--- src/rtl/multi_flux_fifo.sv ---
// Tagged multi-flux FWFT channel buffer: one queue per flux,
// writes routed by tag, per-flux flags, single tagged head bus.
module multi_flux_fifo #(
  parameter int FLUX = 2,
  parameter int DATA_WIDTH = 27,
  parameter int DEPTH = 4,
  localparam int TAG_WIDTH = $clog2(FLUX),
  localparam int WIDTH = DATA_WIDTH + TAG_WIDTH
) (
  input  logic             clk,
  input  logic             rst,
  input  logic             write,
  input  logic [WIDTH-1:0] din,
  output logic [FLUX-1:0]  full,
  input  logic [FLUX-1:0]  read,
  output logic [FLUX-1:0]  empty,
  output logic [WIDTH-1:0] dout
);

  localparam int AW = $clog2(DEPTH);
  localparam int CW = AW + 1;

  logic [DATA_WIDTH-1:0] mem [FLUX][DEPTH];
  logic [AW-1:0] wr_ptr [FLUX];
  logic [AW-1:0] rd_ptr [FLUX];
  logic [CW-1:0] count [FLUX];

  logic [TAG_WIDTH-1:0]  tag;
  logic [DATA_WIDTH-1:0] payload;
  logic [FLUX-1:0]       wr_en;
  logic [FLUX-1:0]       rd_en;

  assign tag     = din[WIDTH-1:DATA_WIDTH];
  assign payload = din[DATA_WIDTH-1:0];

  // Flags come only from registered counts, so read/write never
  // feed back combinationally into empty/full.
  always_comb begin
    empty = '0;
    full  = '0;
    wr_en = '0;
    rd_en = '0;
    for (int i = 0; i < FLUX; i++) begin
      empty[i] = (count[i] == '0);
      full[i]  = (count[i] == CW'(DEPTH));
      wr_en[i] = write && (tag == TAG_WIDTH'(i)) && !full[i];
      rd_en[i] = read[i] && !empty[i];
    end
  end

  always_ff @(posedge clk) begin
    if (rst) begin
      for (int i = 0; i < FLUX; i++) begin
        wr_ptr[i] <= '0;
        rd_ptr[i] <= '0;
        count[i]  <= '0;
      end
    end else begin
      for (int i = 0; i < FLUX; i++) begin
        if (wr_en[i])
          wr_ptr[i] <= wr_ptr[i] + AW'(1);
        if (rd_en[i])
          rd_ptr[i] <= rd_ptr[i] + AW'(1);
        if (wr_en[i] && !rd_en[i])
          count[i] <= count[i] + CW'(1);
        else if (!wr_en[i] && rd_en[i])
          count[i] <= count[i] - CW'(1);
      end
    end
  end

  // Storage is deliberately left out of reset.
  always_ff @(posedge clk) begin
    for (int i = 0; i < FLUX; i++) begin
      if (!rst && wr_en[i])
        mem[i][wr_ptr[i]] <= payload;
    end
  end

  logic [TAG_WIDTH-1:0] sel;
  logic                 any;

  always_comb begin
    sel = '0;
    any = (|read) || !(&empty);
    if (|read) begin
      for (int i = FLUX - 1; i >= 0; i--)
        if (read[i]) sel = TAG_WIDTH'(i);
    end else begin
      for (int i = FLUX - 1; i >= 0; i--)
        if (!empty[i]) sel = TAG_WIDTH'(i);
    end
  end

  assign dout = any ? {sel, mem[sel][rd_ptr[sel]]} : '0;

endmodule

--- config.mk ---
export PLATFORM = sky130hd
export DESIGN_NAME = multi_flux_fifo
export DESIGN_NICKNAME = d
export VERILOG_FILES = /design/src/rtl/multi_flux_fifo.sv
export SDC_FILE = /design/constraint.sdc
export NUM_CORES = 1
export LEC_CHECK = 0
export CORE_UTILIZATION = 59
export DETAILED_ROUTE_END_ITERATION = 8
export GPL_TIMING_DRIVEN = 1
export PLACE_DENSITY = 0.8
export SLEW_MARGIN = 10
export SYNTH_ARGS = -nofsm -noshare
export SYNTH_HDL_FRONTEND = slang
export SYNTH_SLANG_ARGS = --single-unit
--- constraint.sdc ---
create_clock -name clk -period 2.96 [get_ports clk]
set_clock_uncertainty 0.1 [all_clocks]
set_input_delay 0.74 -clock clk [delete_from_list [all_inputs] [get_ports clk]]
set_output_delay 0.74 -clock clk [all_outputs]
set_load 0.05 [all_outputs]
# Word level (Yosys, flattened, before mapping)
# Memories as Yosys holds them, arrays and structs flattened.
# Cells that the tools add are included.
# W data, S select, Z words.
dict set report classes {
  magnitude_cmp 5
  mux 56
  n_reduce_logical 30
  bitwise 12
  n_eq_ne 2
  addsub 8
}
# operator n
set op_table {}
lappend op_table {{$mux W108} 4}
lappend op_table {{$demux W27 S2} 2}
lappend op_table {{$mux W27} 4}
lappend op_table {{$reduce_or A108 Y1} 1}
lappend op_table {{$bmux W27 S2} 1}
lappend op_table {{$mux W1} 36}
lappend op_table {{$mux W28} 1}
lappend op_table {{$logic_and A1 B1 Y1} 14}
lappend op_table {{$mux W3} 4}
lappend op_table {{$logic_not A1 Y1} 10}
lappend op_table {{$ge A3 B3 Y1 const B} 3}
lappend op_table {{$not A2 Y3} 3}
lappend op_table {{$add A2 B1 Y2 const B} 4}
lappend op_table {{$mux W2} 4}
lappend op_table {{$or A1 B1 Y1} 8}
lappend op_table {{$add A3 B1 Y3 const B} 2}
lappend op_table {{$eq A3 B3 Y1 const B} 2}
lappend op_table {{$logic_not A3 Y1} 2}
lappend op_table {{$lt A3 B1 Y1 const B} 2}
lappend op_table {{$sub A3 B1 Y3 const B} 2}
lappend op_table {{$reduce_and A2 Y1} 1}
lappend op_table {{$reduce_or A2 Y1} 1}
lappend op_table {{$logic_or A1 B1 Y1} 1}
lappend op_table {{$not A1 Y1} 1}
dict set report word_totals {
  in_bits 33
  elab_cells 117
  register_bits 0
  out_inout_bits 32
  mem_count 4
  ramBits 230
}
# name words word_bits rd rd_ports_with_merged_regs write_ports line
set memory_table {}
lappend memory_table {mem 2 108 1 0 1 23} ;# logic [DATA_WIDTH-1:0] mem [FLUX][DEPTH];
lappend memory_table {count 2 3 2 0 2 26} ;# logic [CW-1:0] count [FLUX];
lappend memory_table {rd_ptr 2 2 3 0 2 25} ;# logic [AW-1:0] rd_ptr [FLUX];
lappend memory_table {wr_ptr 2 2 2 0 2 24} ;# logic [AW-1:0] wr_ptr [FLUX];

# Depth between registers and ports, before layout
dict set report logic_depth {
  word_depth 10
  depth_mapped 8
  depth_no_buf 7
}

# Worst setup path before layout
# Ideal clock, no wire load.
dict set report synth_timing {
  path_type {reg2out}
  startpoint {mem count[0][0] (netlist bit)}
  endpoint {out dout[13]}
  setup_slack_ns -1.162
  required_ns 2.120
  path_buffers 1
  t_arrival_ns 3.282
  stages_incl_launch_ff 6
  cell_sequence {edfxtp_1 -> nor3_1 -> a21oi_1 -> nor2_2 -> clkbuf_1 -> a21oi_1}
}
# element line
set synth_lines {}
lappend synth_lines {{start, declared} 26}
lappend synth_lines {{end, declared} 17} ;# output logic [WIDTH-1:0] dout

# Final worst setup path
dict set report layout_timing {
  startpoint {in read[1]}
  endpoint {out dout[14]}
}
dict set report layout_via {
  elab_chain_cells 9
  elab_cells_between_ends 12
  cone_classes {mux (7); bitwise (1); reduce/logical (2); memory (2)}
}
# element line
set layout_lines {}
lappend layout_lines {{start, declared} 15} ;# input logic [FLUX-1:0] read,
lappend layout_lines {{$mux W1 (2 in series)} 88} ;# if (read[i]) sel = TAG_WIDTH'(i);
lappend layout_lines {{$mux W1} 86} ;# if (|read) begin
lappend layout_lines {{$mem_v2 Z2 W2} -}
lappend layout_lines {{$not A2 Y3 (not written as such)} 95} ;# assign dout = any ? {sel, mem[sel][rd_ptr[sel]]} : '0;
lappend layout_lines {{$bmux W27 S2} 95}
lappend layout_lines {{$mux W27 (not written as such) (2 in series)} 95}
lappend layout_lines {{$mux W28 *} 95}
# Mark *: on every way between the ends. The rest lies on a longest branch, timed or not. The select of a mux whose other input is x is not followed.

==> metrics.md <==
| Metric | Value |
|---|---|
| DRT Pass-1 Iters | `5` |
| Critical R2R Capture | `count[0][2]$_SDFFCE_PN0P_` |
| Final WS setup | `-288 ps` |
| Ys async rst share | `0%` |
| Sw Ratio | `34.7%` |
| Critical Path, Cell by Cell | `clkdlybuf4s50_1 -> nand2b_2 -> nand3_4 -> buf_12 -> o22ai_1 -> nor2_2 -> a21oi_4 -> buf_12` |
| Worst-skew pair later-pin latency | `about 520 ps` |
| Worst reg2reg setup slack | `around 600 ps` |
| Grt ovf | `0` |
| Largest family of logic cells by synthesized area | `multiplexers` |
| # fillers | `755` |
| Hold Crit Class | `reg2reg` |
| Max Slew Vio Count | `0` |
| Clock power share | `approximately a quarter` |
| Total GRT Usage | `a little over a quarter` |
| Worst Setup SP | `read[1]` |
| CP delay by family, top | `buffers and inverters` |
| Yosys Warn Count | `0` |
| Cell Area, Synth | `about 9400 µm²` |
| Syn nets | `approximately 640` |
| Sw power | `~3.7 mW` |
| Largest net degree at the start of global routing | `43` |
| Final #Nets | `between 700 and 800` |
| Setup Viol. Count Final | `28` |
| Status | `finished with violations` |
| Cells after synthesis | `between 500 and 600` |
| Startpoint Class | `input port` |
| Hold Violations, Final | `0` |
| Cell area power density | `approximately 860 nW/µm²` |
| Crit. End Element | `primary output` |
| Initial Utilization | `61.2%` |
| Worst path required time | `approximately 2100 ps` |
| Main area contributors after synthesis | `edfxtp_1 73%, mux2i_1 8.6%, mux2_2 3.3%` |
| Number of flops mapped to enable cells by yosys | `230` |
| Via count | `5,759` |
| Die W | `128 µm` |
| Initial antenna violation count | `0` |
| Peak Freq | `around 0.31 GHz` |
| Maximum VDD drop | `between 0.6 and 0.7 mV` |
| Pre-CTS setup slack | `-505 ps` |
| Comb power frac | `39.4%` |
| Remaining DRCs | `0` |
| WP data arrival | `about 2400 ps` |
| Register Area | `about 6900 µm²` |
| Post-route ant nets | `0` |
| Share of power burned in registers | `35.9%` |
| Post-CTS Hold Buffers | `0` |
| N_diodes | `0` |
| Worst R2R Start | `count[0][1]$_SDFFCE_PN0P_` |
| Worst hold margin | `482 ps` |
| Max-Cap Viols | `0` |
| Max-slew headroom | `a little over half` |
| Adder-Cell Fraction of Synth Area | `1.67%` |
| Max incr delay on CP | `about 460 ps` |
| Detailed Place HPWL | `about 12,000 µm` |
| Iter 0 DRT Violations | `~530` |
| Mux cell area share after synthesis | `11.9%` |
| Final Critical Period | `about 3200 ps` |
| Final WL | `roughly 23,000 µm` |
| CTS sink cnt | `between 200 and 250` |
| Fraction of layout cells with a size suffix above 1 | `roughly 30%` |
| Most frequent CP cell | `buf_12` |
| Post-DR wirelength/cell | `24.4 µm` |
| Multi-input logic area | `2960 µm²` |
| Area Growth Syn to Fin | `32.2%` |
| Vias in the first global route | `5,878` |
| Most common cell in the netlist | `edfxtp_1` |
| Crit-path slowest cell | `clkdlybuf4s50_1` |
| Synth Area in XOR/XNOR | `0.371%` |
| Register-to-Register Path Depth | `8` |
| RSZ-0062 raised after global routing | `yes` |
| Vias per cell | `just over 6` |
| Worst-path maximum fanout | `15` |
| WP buf/inv | `3` |
| Sequential fraction of the synthesis area | `between 70% and 80%` |
| Worst setup endpoint | `dout[14]` |
| GPL Wtd Cong | `~0.76` |
| # port buffers | `64` |
| Fin crit share | `110%` |
| Top cell type's share of synthesized area | `73.2%` |
| Most frequent cells after synthesis | `230 x edfxtp_1, 81 x mux2i_1, 68 x nor2_1` |
| Critical Path Stages | `8` |
| Leak pwr | `between 4 and 5 nW` |
| Die area | `roughly 16,000 µm²` |
| Worst-path clk slew | `60 ps` |
| Row count | `45` |
| TritonCTS Buffers | `23` |
| CTS tree | `yes` |
| Syn Area/Cell | `approximately 16 µm²` |
| Netlist cell types | `34` |
| Post-synthesis simple-gate area fraction | `between 5 and 6%` |
| Core Region | `approximately 15,000 µm²` |
| Synth Flop Type | `edfxtp_1` |
| IO Count | `65` |
| Failing checks | `setup timing` |
| H-tree depth | `1` |
| Clk Tree Root Cell | `clkbuf_16` |
| Slew @ Worst Pin | `slightly below 700 ps` |
| Internal power | `approximately 7 mW` |
| Crit path kind | `in2out` |
| Global-route wire length before repair | `between 30,000 and 40,000 µm` |
| DIE HEIGHT | `between 100 and 150 µm` |
| Compound-Gate Fraction of Synth Area | `roughly 5.6%` |
| Area leader, netlist | `edfxtp_1` |
| Finished Core Util | `approximately four fifths` |
| Number of synthesized register bits | `230` |
| Worst-case clock buffer depth | `3` |
area by class of cell:
| type | instances | area share (%) |
|---|---|---|
| clock inverters | 13 | 0.522 |
| clock buffers | 29 | 4.80 |
| repair buffers | 113 | 13.1 |
| flip-flops and latches | 230 | 55.4 |
| multi-input cells | 326 | 23.8 |
| well taps | 211 | 2.12 |
| inverters | 11 | 0.331 |
timing repair:
action | CTS | global route
pin swaps | 11 | 12
endpoints found under the hold margin | 0 | 0
setup buffers | 2 | 1
cloned | 3 | 1
endpoints found under the setup margin | 31 | 28
gates resized for setup | 74 | 40
cells in the final DEF, fill, tap and decap left out, drive strengths merged, types with 2 or more instances in the layout:
master / Yosys / layout
nor2b: 2 / 2
nand2b: 5 / 5
clkbuf: 8 / 30
or2: 2 / 2
xnor2: 3 / 3
mux2i: 81 / 81
buf: 19 / 76
clkinv: 0 / 12
mux2: 28 / 28
a21oi: 58 / 58
nor3: 2 / 2
dlygate4sd2: 0 / 4
and2: 8 / 8
nand3: 2 / 2
inv: 11 / 12
nor2: 69 / 69
edfxtp: 230 / 230
nor3b: 2 / 2
o21ai: 4 / 4
o2111ai: 2 / 2
clkdlybuf4s50: 0 / 31
o22ai: 27 / 27
ha: 11 / 11
nand2: 12 / 12
flip-flops by register name, summed over array words and instances, names as in the netlist:
signal and cells:
rd_ptr 4, wr_ptr 4, mem 216, count 6
power by group through the flow:
stage / sequential (mW) / clock [mW] / combinational [mW]
6_report: 3.84 / 2.64 / 4.21
5_1_grt: 3.84 / 2.78 / 4.38
4_1_cts: 3.83 / 2.62 / 3.89
3_5_place_dp: 3.90 / 0 / 3.51
3_3_place_gp: 3.88 / 0 / 3.43
2_1_floorplan: 3.88 / 0 / 2.13
logic make-up (layout without fill, tap and decap cells):
family,count (synthesis),in the layout
DFF,230,230
and+or+nand+nor,107,107
adders and majority gates,12,12
xor gates and xnor gates,4,4
AOI/OAI and AO/OA,94,94
buffers and inverters,38,166
muxes,109,109
worst register-to-register path, cell delays in order, from the launching register on:
cell	delay, ps
edfxtp_1	400
buf_4	180
nor3b_2	230
o21ai_0	140
or2_2	320
fa_1	390
xor2_1	160
xnor2_1	150
nor2_1	50
per-stage QoR:
| stage | setup TNS (ps) | power [mW] | instance area, µm² | std cells |
|---|---|---|---|---|
| after detailed placement | -11700 | 7.40 | 11200 | 886 |
| after global routing | -7720 | 11.0 | 12500 | 933 |
| after CTS | -6680 | 10.3 | 12200 | 932 |
| after floorplan | -3190 | 6.00 | 9600 | 594 |
| final | -6450 | 10.7 | 12500 | 933 |
| after global placement | -11000 | 7.31 | 11200 | 886 |
worst min path at each step:
stage | cells after the start | end | slack (ps) | startpoint
floorplan | 1 | count[1][0]$_DFFE_PP_ | 460 | count[1][0]$_DFFE_PP_
global placement | 1 | count[1][0]$_DFFE_PP_ | 480 | count[1][0]$_DFFE_PP_
detailed placement | 1 | count[1][0]$_DFFE_PP_ | 490 | count[1][0]$_DFFE_PP_
CTS | 1 | count[1][0]$_DFFE_PP_ | 500 | count[1][0]$_DFFE_PP_
global route | 1 | count[1][0]$_DFFE_PP_ | 510 | count[1][0]$_DFFE_PP_
finish | 1 | count[1][0]$_DFFE_PP_ | 480 | count[1][0]$_DFFE_PP_
metal layers:
layer	vias up	track usage, %	routed length [µm]
met4	0	11.7	605
li1	2484	-	-
met5	-	0	0
met2	302	46.2	11600
met1	2919	35.0	8810
met3	54	4.66	1750
No activity file was read; power rests on OpenSTA's default activity.
